**config.mk**
```make
export PLATFORM = sky130hd
export DESIGN_NAME = stopwatch_ctrl
export DESIGN_NICKNAME = d
export VERILOG_FILES = /design/src/rtl/stopwatch_pkg.sv /design/src/rtl/button_debounce.sv /design/src/rtl/stopwatch_ctrl.sv
export SDC_FILE = /design/constraint.sdc
export NUM_CORES = 1
export LEC_CHECK = 0
export CORE_MARGIN = 1.5
export CORE_UTILIZATION = 55
export DETAILED_ROUTE_END_ITERATION = 8
export HOLD_SLACK_MARGIN = 0.05
export PLACE_DENSITY = 0.8
export SYNTH_ARGS = -nofsm -noshare
export SYNTH_HDL_FRONTEND = slang
export SYNTH_SLANG_ARGS = --single-unit
export TNS_END_PERCENT = 50
```
**constraint.sdc**
```tcl
create_clock -name clk -period 5.25 [get_ports clk]
set_clock_uncertainty 0.05 [all_clocks]
set_input_delay 1.05 -clock clk [delete_from_list [all_inputs] [get_ports clk]]
set_output_delay 1.05 -clock clk [all_outputs]
set_load 0.02 [all_outputs]
```
**src/rtl/stopwatch_pkg.sv**
```systemverilog
// Shared types and constants for the stopwatch control block.
// State encoding is visible on state_o, so the values are fixed.
package stopwatch_pkg;

  typedef enum logic [1:0] {
    IDLE    = 2'd0,
    RUNNING = 2'd1,
    PAUSED  = 2'd2,
    LAP     = 2'd3
  } state_e;

  localparam logic [7:0] BCD_MILLI_MAX = 8'h99;
  localparam logic [7:0] BCD_SEC_MAX   = 8'h59;

  function automatic int calc_tick_div(input int clk_hz, input int tick_hz);
    return clk_hz / tick_hz;
  endfunction

endpackage

```
**src/rtl/button_debounce.sv**
```systemverilog
// Push-button conditioner: 2-flop synchronizer, stability counter and a
// one-cycle press pulse on each accepted rising edge of the debounced level.
module button_debounce
  import stopwatch_pkg::*;
#(
  parameter int DEBOUNCE_CYCLES = 1000000
) (
  input  logic clk,
  input  logic reset,
  input  logic btn_raw,
  output logic press
);

  localparam int CW = (DEBOUNCE_CYCLES > 1) ? $clog2(DEBOUNCE_CYCLES) : 1;
  localparam logic [CW-1:0] CNT_LAST = CW'(DEBOUNCE_CYCLES - 1);
  localparam logic [CW-1:0] CNT_ONE  = CW'(1);

  logic          sync1_q;
  logic          sync2_q;
  logic          level_q;
  logic          level_d;
  logic          press_q;
  logic          press_d;
  logic [CW-1:0] cnt_q;
  logic [CW-1:0] cnt_d;

  // Stability counter: any sample equal to the accepted level restarts it.
  always_comb begin
    level_d = level_q;
    cnt_d   = cnt_q;
    if (sync2_q == level_q) begin
      cnt_d = '0;
    end else if (cnt_q == CNT_LAST) begin
      level_d = sync2_q;
      cnt_d   = '0;
    end else begin
      cnt_d = cnt_q + CNT_ONE;
    end
    press_d = level_d & ~level_q;
  end

  // Synchronizer, debounced level and press pulse registers.
  always_ff @(posedge clk) begin
    if (!reset) begin
      sync1_q <= 1'b0;
      sync2_q <= 1'b0;
      level_q <= 1'b0;
      press_q <= 1'b0;
      cnt_q   <= '0;
    end else begin
      sync1_q <= btn_raw;
      sync2_q <= sync1_q;
      level_q <= level_d;
      press_q <= press_d;
      cnt_q   <= cnt_d;
    end
  end

  assign press = press_q;

endmodule

```
**src/rtl/stopwatch_ctrl.sv**
```systemverilog
// Stopwatch sequencer: button conditioning, 100 Hz count enable, run/pause/lap
// FSM and lap-freezable display register. STOPWATCH_AUTO_STOP_EN adds auto-stop at 59.99.
module stopwatch_ctrl
  import stopwatch_pkg::*;
#(
  parameter int CLK_HZ          = 100000000,
  parameter int TICK_HZ         = 100,
  parameter int DEBOUNCE_CYCLES = 1000000
) (
  input  logic       clk,
  input  logic       reset,
  input  logic       btn_ss,
  input  logic       btn_lr,
  input  logic [7:0] milli_in,
  input  logic [7:0] sec_in,
  output logic       count_en,
  output logic       count_clr,
  output logic [7:0] disp_milli,
  output logic [7:0] disp_sec,
  output logic [1:0] state_o,
  output logic       limit_hit
);

  localparam int TICK_DIV = calc_tick_div(CLK_HZ, TICK_HZ);
  localparam int PW = (TICK_DIV > 1) ? $clog2(TICK_DIV) : 1;
  localparam logic [PW-1:0] PRESC_LAST = PW'(TICK_DIV - 1);
  localparam logic [PW-1:0] PRESC_ONE  = PW'(1);

  logic          ss_p;
  logic          lr_p;
  logic          counting;
  logic          tick;
  state_e        state_q;
  state_e        state_d;
  logic [PW-1:0] presc_q;
  logic [PW-1:0] presc_d;
  logic          count_en_q;
  logic          count_en_d;
  logic          count_clr_q;
  logic          count_clr_d;
  logic [7:0]    disp_milli_q;
  logic [7:0]    disp_milli_d;
  logic [7:0]    disp_sec_q;
  logic [7:0]    disp_sec_d;
`ifdef STOPWATCH_AUTO_STOP_EN
  logic          at_max;
  logic          limit_q;
  logic          limit_d;
`endif

  button_debounce #(.DEBOUNCE_CYCLES(DEBOUNCE_CYCLES)) u_dbnc_ss (
    .clk     (clk),
    .reset   (reset),
    .btn_raw (btn_ss),
    .press   (ss_p)
  );

  button_debounce #(.DEBOUNCE_CYCLES(DEBOUNCE_CYCLES)) u_dbnc_lr (
    .clk     (clk),
    .reset   (reset),
    .btn_raw (btn_lr),
    .press   (lr_p)
  );

  // Prescaler, FSM next state, strobes and display next value.
  always_comb begin
    counting    = (state_q == RUNNING) || (state_q == LAP);
    tick        = counting && (presc_q == PRESC_LAST);
    presc_d     = '0;
    state_d     = state_q;
    count_en_d  = tick;
    count_clr_d = 1'b0;
    if (counting) begin
      presc_d = tick ? '0 : (presc_q + PRESC_ONE);
    end else begin
      presc_d = '0;
    end

    // ss_p is checked first everywhere so it wins over a simultaneous lr_p.
    case (state_q)
      IDLE: begin
        if (ss_p) begin
          state_d = RUNNING;
        end else if (lr_p) begin
          count_clr_d = 1'b1;
        end else begin
          state_d = IDLE;
        end
      end
      RUNNING: begin
        if (ss_p) begin
          state_d = PAUSED;
        end else if (lr_p) begin
          state_d = LAP;
        end else begin
          state_d = RUNNING;
        end
      end
      LAP: begin
        if (ss_p) begin
          state_d = PAUSED;
        end else if (lr_p) begin
          state_d = RUNNING;
        end else begin
          state_d = LAP;
        end
      end
      PAUSED: begin
        if (ss_p) begin
          state_d = RUNNING;
        end else if (lr_p) begin
          state_d     = IDLE;
          count_clr_d = 1'b1;
        end else begin
          state_d = PAUSED;
        end
      end
      default: begin
        state_d = IDLE;
      end
    endcase

`ifdef STOPWATCH_AUTO_STOP_EN
    at_max  = (milli_in == BCD_MILLI_MAX) && (sec_in == BCD_SEC_MAX);
    limit_d = limit_q;
    if (ss_p || lr_p) begin
      limit_d = 1'b0;
    end else begin
      limit_d = limit_q;
    end
    // Suppress the tick that would wrap 59.99 and park in PAUSED.
    if (tick && at_max) begin
      count_en_d = 1'b0;
      state_d    = PAUSED;
      limit_d    = 1'b1;
    end else begin
      count_en_d = tick;
    end
`endif

    // The display holds only while staying in LAP; entering LAP captures live.
    if ((state_q == LAP) && (state_d == LAP)) begin
      disp_milli_d = disp_milli_q;
      disp_sec_d   = disp_sec_q;
    end else begin
      disp_milli_d = milli_in;
      disp_sec_d   = sec_in;
    end
  end

  // State, prescaler and registered outputs.
  always_ff @(posedge clk) begin
    if (!reset) begin
      state_q      <= IDLE;
      presc_q      <= '0;
      count_en_q   <= 1'b0;
      count_clr_q  <= 1'b0;
      disp_milli_q <= 8'h00;
      disp_sec_q   <= 8'h00;
    end else begin
      state_q      <= state_d;
      presc_q      <= presc_d;
      count_en_q   <= count_en_d;
      count_clr_q  <= count_clr_d;
      disp_milli_q <= disp_milli_d;
      disp_sec_q   <= disp_sec_d;
    end
  end

`ifdef STOPWATCH_AUTO_STOP_EN
  // Sticky auto-stop indicator.
  always_ff @(posedge clk) begin
    if (!reset) begin
      limit_q <= 1'b0;
    end else begin
      limit_q <= limit_d;
    end
  end

  assign limit_hit = limit_q;
`else
  assign limit_hit = 1'b0;
`endif

  assign count_en   = count_en_q;
  assign count_clr  = count_clr_q;
  assign disp_milli = disp_milli_q;
  assign disp_sec   = disp_sec_q;
  assign state_o    = state_q;

endmodule
```
Word-level counts from Yosys, hierarchy flattened
Index checks and enable logic that the tools add are counted.
W data, S select, Z words.
Storage, ports and cells
  output and inout bits: 21
  input port bits: 20
  register bits after elaboration: 88
Cells by class
  bitwise logic cells: 7
  reduce and logical (&&, ||, !) cells: 9
  multiplexer cells: 14
  add/sub/neg operators: 3
  equal/unequal tests: 9
Operators by type and width (count)
  $add A20 B1 Y20 const B: 3
  $eq A20 B20 Y1 const B: 3
  $mux W2: 8
  $reduce_or A3 Y1: 4
  $pmux W2 S4: 1
  $eq A2 B2 Y1 const B: 3
  $mux W1: 5
  $not A1 Y1: 5
  $and A1 B1 Y1: 2
  $eq A1 B1 Y1: 2
  $eq A2 B1 Y1 const B: 1
  $logic_and A1 B1 Y1: 2
  $logic_not A2 Y1: 1
  $reduce_or A2 Y1: 1
  $logic_or A1 B1 Y1: 1

Logic depth before layout (Yosys ltp)
Gate-level depths: netlist of run 1.
  depth after elaboration: 5
  gate-level depth with buffers: 6
  mapped depth without buffers: 5

Modules after synthesis
A second synthesis of run 1 with hierarchy kept.
Second synthesis, totals
  cells, all modules: 436
  area, all modules: 3766.1 µm²
By module, submodules not included
  button_debounce: seq. area each 480.5 µm², area each 1034.7 µm², instances 2, cells each 121
  stopwatch_ctrl: seq. area each 800.8 µm², area each 1696.6 µm², instances 1, cells each 194

Worst setup path after synthesis of run 1
Ideal clock, no wire load.
  path kind: flip-flop to flip-flop
  from: register state_q[0], in the netlist state_o[0]
  to: register presc_q[10]
  setup time: 117 ps
  setup slack: 3209 ps
  cell stages (with the launch flop): 7
  period minus slack after synthesis: 2041 ps
  arrival time: 1873 ps
  path through: dfxtp_1 -> buf_2 -> nand2_1 -> or4_1 -> o311ai_4 -> buf_2 -> nor2_1
On the way
  word-level cells in the longest chain between the ends: 4
  elaborated cells between the ends (all ways): 6
RTL lines
  from (decl): RTL line stopwatch_ctrl.sv:33  | state_e state_q;
  from (signal assigned): RTL line stopwatch_ctrl.sv:161  | state_q <= state_d;
  $eq A2 B1 Y1 / $eq A2 B2 Y1 (equally long branches): RTL line stopwatch_ctrl.sv:67  | counting = (state_q == RUNNING) || (state_q == LAP);
  $logic_or A1 B1 Y1 *: RTL line stopwatch_ctrl.sv:67
  $logic_and A1 B1 Y1 / $not A1 Y1 (equally long branches)
  $reduce_or A3 Y1 (no source line) *
  to (signal assigned): RTL line stopwatch_ctrl.sv:162  | presc_q <= presc_d;
  to (decl): RTL line stopwatch_ctrl.sv:35  | logic [PW-1:0] presc_q;
Mark *: on every way between the ends. The rest lies on a longest branch, timed or not.
A chain may end at the register's enable or synchronous reset.

Worst setup path in the final report of run 1
  from: register state_q[0], in the netlist state_o[0]
  to: output port state_o[0]
RTL lines
  to (decl): RTL line stopwatch_ctrl.sv:20  | output logic [1:0] state_o,
No word-level cell between the ends.

==> results.cfg, run 1 <==
[drt]
avgRoutedWirePerCell_um = 13.1
dr.pass1.iters = 6
antenna_left = 0
drtIter0Drc = 117
finalWirelength_mm = 7.07
vias = 3021
drc = 8
via_per_inst = 5.58

[layout]
syn2layout_area_growth_pct = 17.8
multi_input_area_mm2 = 0.00179
n_antenna_cell = 0
finalNetCount = 482
nFillCells = 500
regArea_mm2 = 0.00176
fin_cells = 541
drive_gt1_share_pct = 4.53

[yosys]
netlist_top_cells_area = dfxtp_1, xnor2_1, nand2_1, a21oi_1, nor2_1
post-synth-top-area-cell = dfxtp_1
synthSimpleGateAreaFrac_pct = 28.1
syn_nets = 449
synth_edf_count = 0
yosysMostFrequentCell = dfxtp_1
ys_ff_latch = 88
syn_inst = 426
async_reset_ff_share_pct = 0
netlist.area_leader.share_pct = 47.8
netlist_area_mm2 = 0.00369
post_synth_num_cell_types = 35
synth.area.mux_share_pct = 0
synth_ff_type = dfxtp_1
yosysWarningCount = 0
synth_top_family_by_area = simple AND/OR/NAND/NOR gates
synthXorXnorAreaFrac_pct = 9.26
yosys-top-cells-count = dfxtp_1, nand2_1, nor2_1
synthAdderAreaFrac_pct = 1.02
avgSynthCellArea_um2 = 8.66
synth-compound-area-share_pct = 10.0
synth_seq_area_share_pct = 47.8

[worst_setup_path]
critPathSlowestCell = clkdlybuf4s50_1
r2r_slack_ns = 3.06
cp.required_ns = 4.15
critPathMaxFanout = 9
endpoint_kind = output pin
critPathBufInv = 1
path_class = flop to output pin
max_stage_delay_ns = 0.70
crit_chain = clkdlybuf4s50_1
cp.arrival_ns = 1.59
crit_family = buffers and inverters
start_kind = flop

[grt]
grt.total_usage_pct = 20.8
antenna_found_initial = 0
grt_max_degree = 23
grt_pass1_wl_mm = 12.2
gr-total-overflow = 0
grt_pass1_vias = 2871

[sta]
report.final.slew_viol_count = 0
slew_headroom_pct = 47.0
period_needed_ns = 2.69
fin_tns_setup_ns = 0
tightest_slew_ns = 0.793
hold_viol = 0
rsz0062_at_grt = false
period_share_pct = 51.2
setup_viol = 0
worst_slack_ns = 2.56
fmax_mhz = 372

[cts]
htreeDepth = 3
clockRootBuffer = clkbuf_8
cts_sinks = 88
worstSkewPairLatency_ns = 0.35
ctsHoldBuffers = 0
cts_tree = done
cts_setup_buffers = 0
cts_made_buffers = 9
post_cts_resized = 0
clock_path_buffers = 2
clk_pin_slew_ns = 0.09

[job]
maxCapViolCount = 0

[placement]
placed_cells = 525
io_buffers = 39
place.gp.congestion = 0.791
pre_cts_ws_ns = 2.49
dp_hpwl_mm = 4.85

[power]
power.internal_mw = 1.03
p_leak_nw = 1.40
p_switching_mw = 0.256
combPwrFrac_pct = 4.0
power_density_mw_per_mm2 = 297
ir_drop_mv = 0.128
swShare_pct = 19.9
pwr-share-seq_pct = 52.7
pwr-share-clk_pct = 43.3

[hold_path]
hold_path.class = flop to flop

[floorplan]
die_y_um = 84.9
die_area_mm2 = 0.00720
io_pins = 41
coreArea_mm2 = 0.00642
die_x_um = 84.9
placementRows = 29
start_util_pct = 57.4

[run_status]
violations = design-rule violations
status = finished with violations
[metal layers]
metal | wire [µm] | up-vias | GRT usage (%) | part of all wire, %
li1 | - | 1546 | - | -
met1 | 3270 | 1404 | 26.3 | 46
met2 | 3340 | 63 | 34.2 | 47
met3 | 374 | 8 | 5.06 | 5.3
met4 | 87 | 0 | 8.64 | 1.2
met5 | 0 | - | 0 | 0
[power by group through the flow]
stage	Combinational, mW	Sequential [mW]	Clock (mW)
5_1_grt	0.0551	0.681	0.598
3_3_place_gp	0.0510	0.695	0
2_1_floorplan	0.0142	0.703	0
3_5_place_dp	0.0513	0.695	0
4_1_cts	0.0517	0.680	0.570
6_report	0.0512	0.680	0.558
[cell type report]
type | count | share of cell area, %
Sequential cell | 88 | 40.6
Timing Repair Buffer | 40 | 9.16
Clock buffer | 11 | 3.25
Multi-Input combinational cell | 306 | 41.2
Tap cell | 77 | 2.22
Inverter | 14 | 1.21
Clock inverter | 5 | 2.39
[per-stage QoR]
stage / util, % / hold WS [ns] / cell area [µm²] / power (mW)
6_report: 67.6 / 0.393 / 4340 / 1.29
5_1_grt: 67.6 / 0.405 / 4340 / 1.33
4_1_cts: 67.6 / 0.399 / 4340 / 1.30
3_5_place_dp: 63.8 / 0.381 / 4100 / 0.747
3_3_place_gp: 63.8 / 0.364 / 4100 / 0.746
2_1_floorplan: - / 0.362 / 3690 / 0.717
[flip-flops by register name (all words and copies together), names as in the netlist]
signal / cells
u_dbnc_ss.cnt_q: 20
u_dbnc_ss.sync2_q: 1
disp_sec: 8
disp_milli: 8
u_dbnc_lr.sync2_q: 1
u_dbnc_ss.press: 1
u_dbnc_lr.level_q: 1
u_dbnc_ss.level_q: 1
u_dbnc_lr.sync1_q: 1
u_dbnc_lr.press: 1
presc_q: 20
count_en: 1
u_dbnc_lr.cnt_q: 20
state_o: 2
u_dbnc_ss.sync1_q: 1
count_clr: 1
[path summary, 6_finish.rpt]
kind / startpoint / to / depth (start not counted)
worst max register to register: u_dbnc_ss.cnt_q[7] / u_dbnc_ss.cnt_q[8] / 4
worst min register to register: u_dbnc_ss.sync1_q / u_dbnc_ss.sync2_q / 1
worst min-delay path: u_dbnc_ss.sync1_q / u_dbnc_ss.sync2_q / 1
worst max-delay path: state_o[0] / state_o[0] / 1
[logic make-up after synthesis]
group,after synthesis
and+or+nand+nor,202
other,1
xor gates and xnor gates,39
AOI/OAI and AO/OA,61
buffers and inverters,32
DFF,88
adders and majority gates,3
[placed cells by master, fill, tap and decap left out, types with 14 or more instances in the layout]
master            n
inv_1            14
nand4_1          17
a21oi_1          37
xnor2_1          23
xor2_1           16
nand3_1          20
nor2_1           48
nand2_1          52
clkdlybuf4s50_1  39
dfxtp_1          88
(Power assumes the default switching activity.)
==> run 2, diff against run 1 <==
Settings changed: CORE_UTILIZATION 55 to 50, PLACE_DENSITY 0.8 to 0.77.
Clock period 5.25 ns to 2.35 ns, I/O delays scaled along.
==> results.cfg, run 2 (synthesis results as in run 1) <==
[run_status]
status = finished clean

[cts]
ctsHoldBuffers = 0
clock_path_buffers = 2
cts_tree = done
worstSkewPairLatency_ns = 0.36
clockRootBuffer = clkbuf_8
cts_setup_buffers = 0
post_cts_resized = 0
htreeDepth = 3
cts_made_buffers = 9
clk_pin_slew_ns = 0.09
cts_sinks = 88

[sta]
rsz0062_at_grt = false
worst_slack_ns = 0.275
report.final.slew_viol_count = 0
hold_viol = 0
fmax_mhz = 482
setup_viol = 0
period_share_pct = 88.3
tightest_slew_ns = 0.551
period_needed_ns = 2.08
slew_headroom_pct = 63.2
fin_tns_setup_ns = 0

[layout]
reg_top3 = presc_q: 20 flops, u_dbnc_lr.cnt_q: 20 flops, u_dbnc_ss.cnt_q: 20 flops
n_antenna_cell = 0
drive_gt1_share_pct = 5.96
fin_area_mm2 = 0.00437
layout_commonest_cell = dfxtp_1
syn2layout_area_growth_pct = 18.5
layout_common_cells = dfxtp_1, nand2_1, nor2_1, clkdlybuf4s50_1, a21oi_1
finalNetCount = 488
fin_cells = 569

[drt]
via_per_inst = 5.32
drc = 0
finalWirelength_mm = 6.90
dr.pass1.iters = 4
avgRoutedWirePerCell_um = 12.1
drtIter0Drc = 165
antenna_left = 0
vias = 3029

[floorplan]
placementRows = 31
io_pins = 41
die_y_um = 88.9
die_area_mm2 = 0.00790
start_util_pct = 51.4
coreArea_mm2 = 0.00718
die_x_um = 88.9

[placement]
place.gp.congestion = 0.760
placed_cells = 553
dpl_cell_area_mm2 = 0.00417
dp_hpwl_mm = 4.89
io_buffers = 39
pre_cts_ws_ns = 0.295

[worst_setup_path]
critPathMaxFanout = 7
cp.arrival_ns = 2.32
path_class = flop to flop
start_kind = flop
cp.required_ns = 2.59
endpoint_kind = flop

[grt]
grt_pass1_vias = 2782
gr-total-overflow = 0
grt.total_usage_pct = 19.5
antenna_found_initial = 0
grt_max_degree = 21
grt_pass1_wl_mm = 12.1

[power]
power_density_mw_per_mm2 = 608
p_leak_nw = 1.38
ir_drop_mv = 0.371
p_total_mw = 2.66

[hold_path]
hold_path.class = flop to flop

[job]
maxCapViolCount = 0
==> run 2: layout make-up <==
type                       count  area [µm²]
sequential                    88        1760
fill                         628        2810
multi-input combinational    306        1790
clock inverter                 7        72.6
timing repair buffer          46         443
clock buffer                   9         124
tap                           99         124
inverter                      14        52.6
==> run 2: worst paths after layout <==
path                           from           endpoint  slack, ns  cells past startpoint
setup / recovery         presc_q[0]        presc_q[18]       0.27                      5
hold / removal    u_dbnc_ss.sync1_q  u_dbnc_ss.sync2_q       0.39                      1
setup reg to reg         presc_q[0]        presc_q[18]       0.27                      5
hold reg to reg   u_dbnc_ss.sync1_q  u_dbnc_ss.sync2_q       0.39                      1
==> run 2: report_power, final <==
part           internal (mW)  leakage (nW)  switching [mW]  total (mW)
clock                  0.488        0.0835           0.533        1.02
combinational         0.0644         0.586          0.0529       0.117
sequential              1.51         0.714         0.00907        1.52
==> run 2: critical path, stage by stage (launching register included) <==
cell and delay [ns]:
dfxtp_1 0.38, ha_1 0.23, nand4_1 0.12, or4_1 0.66, or4_1 0.44, a21oi_1 0.14
==> run 2: per-stage QoR <==
| stage | hold slack [ns] | utilization, % |
|---|---|---|
| floorplan | 0.362 | - |
| CTS | 0.394 | 60.9 |
| global route | 0.405 | 60.9 |
| global placement | 0.367 | 58.1 |
| detailed placement | 0.374 | 58.1 |
| finish | 0.389 | 60.9 |
==> run 2: layer usage <==
metal | GRT usage, % | wire, µm | share of wire (%)
met4 | 9.09 | 124 | 1.8
met5 | 0 | 0 | 0
met2 | 32.3 | 3240 | 47
met3 | 4.29 | 285 | 4.1
met1 | 24.3 | 3250 | 47
==> run 3, diff against run 2 <==
Settings changed: CORE_UTILIZATION 50 to 55, PLACE_DENSITY 0.77 to 0.8.
Clock period 2.35 ns to 2.03 ns, I/O delays scaled along.
==> results.cfg, run 3 (synthesis results as in run 1) <==
[layout]
nFillCells = 511
finalNetCount = 505
layout_common_cells = dfxtp_1, nand2_1, nor2_1, clkdlybuf4s50_1, a21oi_1
reg_top3 = presc_q: 20 flops, u_dbnc_lr.cnt_q: 20 flops, u_dbnc_ss.cnt_q: 20 flops
n_antenna_cell = 0
drive_gt1_share_pct = 9.45
syn2layout_area_growth_pct = 23.0
multi_input_area_mm2 = 0.00179
regArea_mm2 = 0.00176
layout_commonest_cell = dfxtp_1

[cts]
cts_setup_buffers = 0
ctsHoldBuffers = 0
clock_path_buffers = 2
htreeDepth = 3
clockRootBuffer = clkbuf_8
cts_sinks = 88
post_cts_resized = 0
cts_tree = done
worstSkewPairLatency_ns = 0.36
clk_pin_slew_ns = 0.08
cts_made_buffers = 9

[floorplan]
placementRows = 29
die_y_um = 84.9
die_area_mm2 = 0.00720
die_x_um = 84.9
start_util_pct = 57.4
io_pins = 41
coreArea_mm2 = 0.00642

[power]
combPwrFrac_pct = 4.2
power.internal_mw = 2.68
ir_drop_mv = 0.479
p_leak_nw = 1.52
swShare_pct = 20.3
pwr-share-clk_pct = 43.5
p_switching_mw = 0.680
pwr-share-seq_pct = 52.4
power_density_mw_per_mm2 = 740

[placement]
pre_cts_ws_ns = 0.0374
dp_hpwl_mm = 5.31
io_buffers = 39
place.gp.congestion = 0.835

[grt]
gr-total-overflow = 0
grt_max_degree = 22
grt_pass1_wl_mm = 12.6
grt.total_usage_pct = 21.5
grt_pass1_vias = 2997
antenna_found_initial = 0

[job]
maxCapViolCount = 0

[sta]
period_share_pct = 97.6
setup_viol = 0
worst_slack_ns = 0.0494
rsz0062_at_grt = false
report.final.slew_viol_count = 0
slew_headroom_pct = 61.1
fin_tns_setup_ns = 0
period_needed_ns = 1.98
tightest_slew_ns = 0.584
fmax_mhz = 505
hold_viol = 0

[drt]
via_per_inst = 5.52
drtIter0Drc = 154
antenna_left = 0
avgRoutedWirePerCell_um = 13.2
drc = 6
dr.pass1.iters = 6
finalWirelength_mm = 7.44
vias = 3112

[worst_setup_path]
path_class = flop to flop
endpoint_kind = flop
cp.arrival_ns = 2.17
start_kind = flop
critPathMaxFanout = 19
cp.required_ns = 2.22

[hold_path]
hold_path.class = flop to flop

[run_status]
violations = design-rule violations
status = finished with violations
[run 3: final cells by class]
class / instances / area share, %
tap: 77 / 2.12
sequential: 88 / 38.9
inverter: 14 / 1.16
clock buffer: 11 / 3.12
timing repair buffer: 63 / 12.9
multi-input combinational: 306 / 39.6
clock inverter: 5 / 2.29
[run 3: path summary, 6_finish.rpt]
| check | end | from | slack, ns | cells after the start |
|---|---|---|---|---|
| worst max-delay path | u_dbnc_ss.cnt_q[17] | u_dbnc_ss.cnt_q[10] | 0.05 | 5 |
| worst min-delay path | presc_q[0] | presc_q[0] | 0.39 | 1 |
| worst max register to register | u_dbnc_ss.cnt_q[17] | u_dbnc_ss.cnt_q[10] | 0.05 | 5 |
| worst min register to register | presc_q[0] | presc_q[0] | 0.39 | 1 |
[run 3: power by group through the flow]
stage	Clock (mW)	Combinational [mW]	Sequential, mW
final	1.46	0.139	1.76
after detailed placement	0	0.140	1.80
after floorplan	0	0.0367	1.82
after global placement	0	0.138	1.80
after CTS	1.48	0.140	1.76
after global routing	1.54	0.150	1.76
[run 3: worst max-delay path: stages, from the launching register on]
cell and delay (ns):
dfxtp_1 0.34, or4b_4 0.54, or4_4 0.51, o211ai_4 0.20, buf_12 0.17, a21oi_1 0.05
[run 3: routing by layer]
metal	vias up	GRT usage [%]	share of wire [%]
met1	1455	25.4	46
met5	-	0	0
met3	15	4.09	4.0
met4	0	9.24	1.8
li1	1588	-	-
met2	54	38.2	48
[run 3: metrics by stage]
stage	hold slack, ns	utilization [%]	power [mW]	instance area (µm²)	cells
floorplan	0.362	-	1.86	3690	426
global placement	0.365	66.7	1.94	4280	548
detailed placement	0.378	66.7	1.94	4280	548
CTS	0.398	70.5	3.38	4530	564
global route	0.411	70.6	3.45	4530	564
finish	0.388	70.6	3.36	4530	564
==> patch 1: new RTL, config.mk and constraints of run 1 <==
Add an input register stage for `btn_ss` and `btn_lr`, with the module's reset; this delays them by one clock. The other inputs are not delayed to match.
--- a/src/rtl/stopwatch_ctrl.sv
+++ b/src/rtl/stopwatch_ctrl.sv
@@ -26,6 +26,19 @@
   localparam logic [PW-1:0] PRESC_LAST = PW'(TICK_DIV - 1);
   localparam logic [PW-1:0] PRESC_ONE  = PW'(1);
 
+  logic btn_ss_q;
+  logic btn_lr_q;
+
+  always_ff @(posedge clk) begin
+    if (!reset) begin
+      btn_ss_q <= '0;
+      btn_lr_q <= '0;
+    end else begin
+      btn_ss_q <= btn_ss;
+      btn_lr_q <= btn_lr;
+    end
+  end
+
   logic          ss_p;
   logic          lr_p;
   logic          counting;
@@ -51,14 +64,14 @@
   button_debounce #(.DEBOUNCE_CYCLES(DEBOUNCE_CYCLES)) u_dbnc_ss (
     .clk     (clk),
     .reset   (reset),
-    .btn_raw (btn_ss),
+    .btn_raw (btn_ss_q),
     .press   (ss_p)
   );
 
   button_debounce #(.DEBOUNCE_CYCLES(DEBOUNCE_CYCLES)) u_dbnc_lr (
     .clk     (clk),
     .reset   (reset),
-    .btn_raw (btn_lr),
+    .btn_raw (btn_lr_q),
     .press   (lr_p)
   );
 
Function: same outputs for any inputs over 10 cycles, from zero or initial values and one cycle with reset low; that may be too few to reach the edited logic, so the function may still have changed.
==> patch 1 against run 1 <==
The flow still finishes with violations (design-rule violations). Critical endpoint unchanged. Synthesized area is 1.2% higher. Clock power decreased by 11%. Sequential cell count rose by 2. Power is 3.7% lower. Final area increased by 0.17%. Via count is 2.4% higher. Worst setup slack better by 0.029 ns. Wire length rose by 1.8%.
==> patch 1: results <==
export IMPL_run_status="finished with violations"
export IMPL_violations="design-rule violations"
export IMPL_place_inst=534
export IMPL_post_dp_hpwl_um=4890
export IMPL_wire_per_inst_um=13.1
export IMPL_final_layout_size_suffix_gt1_frac=0.0529
export IMPL_r2r_start="presc_q[0]$_SDFF_PP0_"
export IMPL_syn_avg_cell_area_um2=8.52
export IMPL_grt_first_pass_wirelength_um=12500
export IMPL_p_leak_nw=1.38
export IMPL_post_dp_cell_area_mm2=0.00414
export IMPL_synth_common_cells="dfxtp_1 (90), nand2_1 (51), nor2_1 (45)"
export IMPL_detail_route_iter0_violations=98
export IMPL_yosysUniqueCellTypes=33
export IMPL_place_ws_ns=2.59
export IMPL_vdd_drop_max_mv=0.234
export IMPL_largestRegisters="presc_q x20, u_dbnc_lr.cnt_q x20, u_dbnc_ss.cnt_q x20"
export IMPL_hold_start="btn_ss_q$_SDFF_PN0_"
export IMPL_power_density_mw_per_mm2=285
export IMPL_worstPathArrival_ns=1.56
export IMPL_yosysWarnings=0
export IMPL_grt_util_all_layers=0.211
export IMPL_slowest_delay_ns=0.68
export IMPL_postCtsSetupRepairBufs=0
export IMPL_cts_buffers=9
export IMPL_gp_routability_congestion=0.798
export IMPL_synthTopCellsByArea="dfxtp_1 (48%), xnor2_1 (5.4%), a21oi_1 (5.4%)"
export IMPL_synth_main_ff_cell="dfxtp_1"
export IMPL_fin_cells=550
export IMPL_synth_seq_area_share=0.483
export IMPL_grt_max_degree=23
export IMPL_synth_net_count=461
export IMPL_vias_per_cell=5.63
export IMPL_num_nets_final=491
export IMPL_slowest_stage="clkdlybuf4s50_1"
export IMPL_grt_pass1_vias=2907
export IMPL_fillers=538
export IMPL_post_route_drc_count=4
export IMPL_tightestPinTransition_ns=0.815
export IMPL_min_path_type="reg -> reg"
## patch 1: cell count changes in the layout (fill, tap and decap cells not counted), sizes merged, moves of 4 or more
cell and change:
nand3 +4, or2 +4, clkbuf +4, nand4 -11, inv +5
## patch 1: worst register-to-register path: stages (launching register included)
cell,delay (ns)
dfxtp_1,0.40
ha_1,0.23
nand2_1,0.13
or4_1,0.57
o211ai_2,0.68
nor2_1,0.12
## patch 1: routing by layer
metal  track usage  share of wire
met1         0.252           0.46
met2         0.359           0.50
met3        0.0720          0.041
met4        0.0689         0.0051
met5             0              0
## patch 1: worst paths after layout
kind	end	slack (ns)	cells past startpoint
max	state_o[0]	2.59	1
min	u_dbnc_ss.sync1_q$_SDFF_PN0_	0.39	1
max reg2reg	presc_q[6]$_SDFF_PP0_	2.93	5
min reg2reg	u_dbnc_ss.sync1_q$_SDFF_PN0_	0.39	1
## patch 1: final cells by class
type                    instances  share of cell area
flip-flops and latches         90               0.414
inverters                      19              0.0164
repair buffers                 41              0.0932
clock buffers                  15              0.0428
multi-input cells             307               0.405
well taps                      77              0.0221
clock inverters                 1             0.00690
## patch 1: power by group
part,internal [mW],switching (mW)
combinational,0.0275,0.0223
clock,0.273,0.224
sequential,0.691,0.00393
## patch 1: logic make-up (layout without fill, tap and decap cells)
family | after synthesis | in the layout | synth area share
buffers and inverters | 41 | 76 | 0.0453
AO/OA/AOI/OAI | 67 | 67 | 0.0999
AND/OR/NAND/NOR | 200 | 200 | 0.276
flip-flops | 90 | 90 | 0.483
other | 1 | 1 | 0.00101
adder cells (fa/ha/maj) | 3 | 3 | 0.0101
XOR/XNOR | 36 | 36 | 0.0845
==> patch 2: new RTL, flow settings as in run 1 <==
Made on the original files. Change the parameter `CLK_HZ` from 100000000 to 400000000.
--- a/src/rtl/stopwatch_ctrl.sv
+++ b/src/rtl/stopwatch_ctrl.sv
@@ -3,7 +3,7 @@
 module stopwatch_ctrl
   import stopwatch_pkg::*;
 #(
-  parameter int CLK_HZ          = 100000000,
+  parameter int CLK_HZ          = 400000000,
   parameter int TICK_HZ         = 100,
   parameter int DEBOUNCE_CYCLES = 1000000
 ) (
Formal check against the unedited RTL: no difference found for any inputs over 10 cycles, from zero or initial values and one cycle with reset low; that may be too few to reach the edited logic, so the function may still have changed.
==> patch 2 against run 1 <==
Final area up 1.9%. Power fell by 6.3%. Worst setup slack better by 0.057 ns. Sequential cell count up 2. Sequential share of layout area grew 0.14 points. Wire length rose by 6.1%. Synthesized area increased by 3.2%. Via count is 5.4% higher.
==> patch 2: results <==
export IMPL_run_status="completed"
export IMPL_p_leak_nw=1.46
export IMPL_r2r_end="presc_q[21]$_SDFF_PP0_"
export IMPL_largestRegisters="presc_q x22, u_dbnc_lr.cnt_q x20, u_dbnc_ss.cnt_q x20"
export IMPL_tightestPinTransition_ns=0.667
export IMPL_whs_ns=0.405
export IMPL_r2r_setup_slack_ns=3.30
export IMPL_seq_cells=90
export IMPL_num_nets_final=498
export IMPL_worstPathArrival_ns=2.85
export IMPL_num_multi_input_gates=320
export IMPL_r2r_start="presc_q[4]$_SDFF_PP0_"
export IMPL_met2_length_um=3520
export IMPL_final_layout_size_suffix_gt1_frac=0.0500
export IMPL_slowest_delay_ns=0.73
export IMPL_final_nonclk_buf_share=0.0932
export IMPL_gp_routability_congestion=0.802
export IMPL_multi_input_area_share=0.423
export IMPL_fillers=543
export IMPL_vdd_drop_max_mv=0.164
export IMPL_met1_length_um=3470
export IMPL_clock_cell_area_share=0.0438
export IMPL_synth_compound_area_share=0.0835
export IMPL_place_ws_ns=2.31
export IMPL_met2_usage=0.351
export IMPL_grt_first_pass_wirelength_um=12800
export IMPL_synth_net_count=466
patch 2: changes by cell type after synthesis, moves of 3 or more:
cell	run 1	this run
nand4_1	17	20
and4_1	3	7
xor2_1	16	25
nor4_1	6	10
clkbuf_1	13	18
xnor2_1	23	18
patch 2: stage by stage:
step / std cells / area, µm² / power, mW
global route: 560 / 4430 / 1.26
CTS: 560 / 4430 / 1.22
detailed placement: 544 / 4230 / 0.763
finish: 560 / 4430 / 1.21
global placement: 544 / 4230 / 0.761
floorplan: 443 / 3810 / 0.732
patch 2: how the worst min path moves through the flow:
stage,end,start,depth (start not counted)
floorplan,u_dbnc_lr.sync2_q$_SDFF_PN0_,u_dbnc_lr.sync1_q$_SDFF_PN0_,1
global placement,u_dbnc_ss.sync2_q$_SDFF_PN0_,u_dbnc_ss.sync1_q$_SDFF_PN0_,1
detailed placement,u_dbnc_ss.sync2_q$_SDFF_PN0_,u_dbnc_ss.sync1_q$_SDFF_PN0_,1
CTS,u_dbnc_ss.sync2_q$_SDFF_PN0_,u_dbnc_ss.sync1_q$_SDFF_PN0_,1
global route,u_dbnc_ss.sync2_q$_SDFF_PN0_,u_dbnc_ss.sync1_q$_SDFF_PN0_,1
finish,disp_sec[1]$_SDFFE_PN0N_,disp_sec[1]$_SDFFE_PN0N_,2
patch 2: critical path, delay by kind of cell:
kind / cells / cell delay, ns
AND/OR/NAND/NOR: 2 / 0.64
buffers and inverters: 2 / 1.15
patch 2: where the power goes:
group	internal [mW]	total (mW)	switching, mW
combinational	0.0279	0.0517	0.0239
clock	0.219	0.461	0.242
sequential	0.690	0.695	0.00436
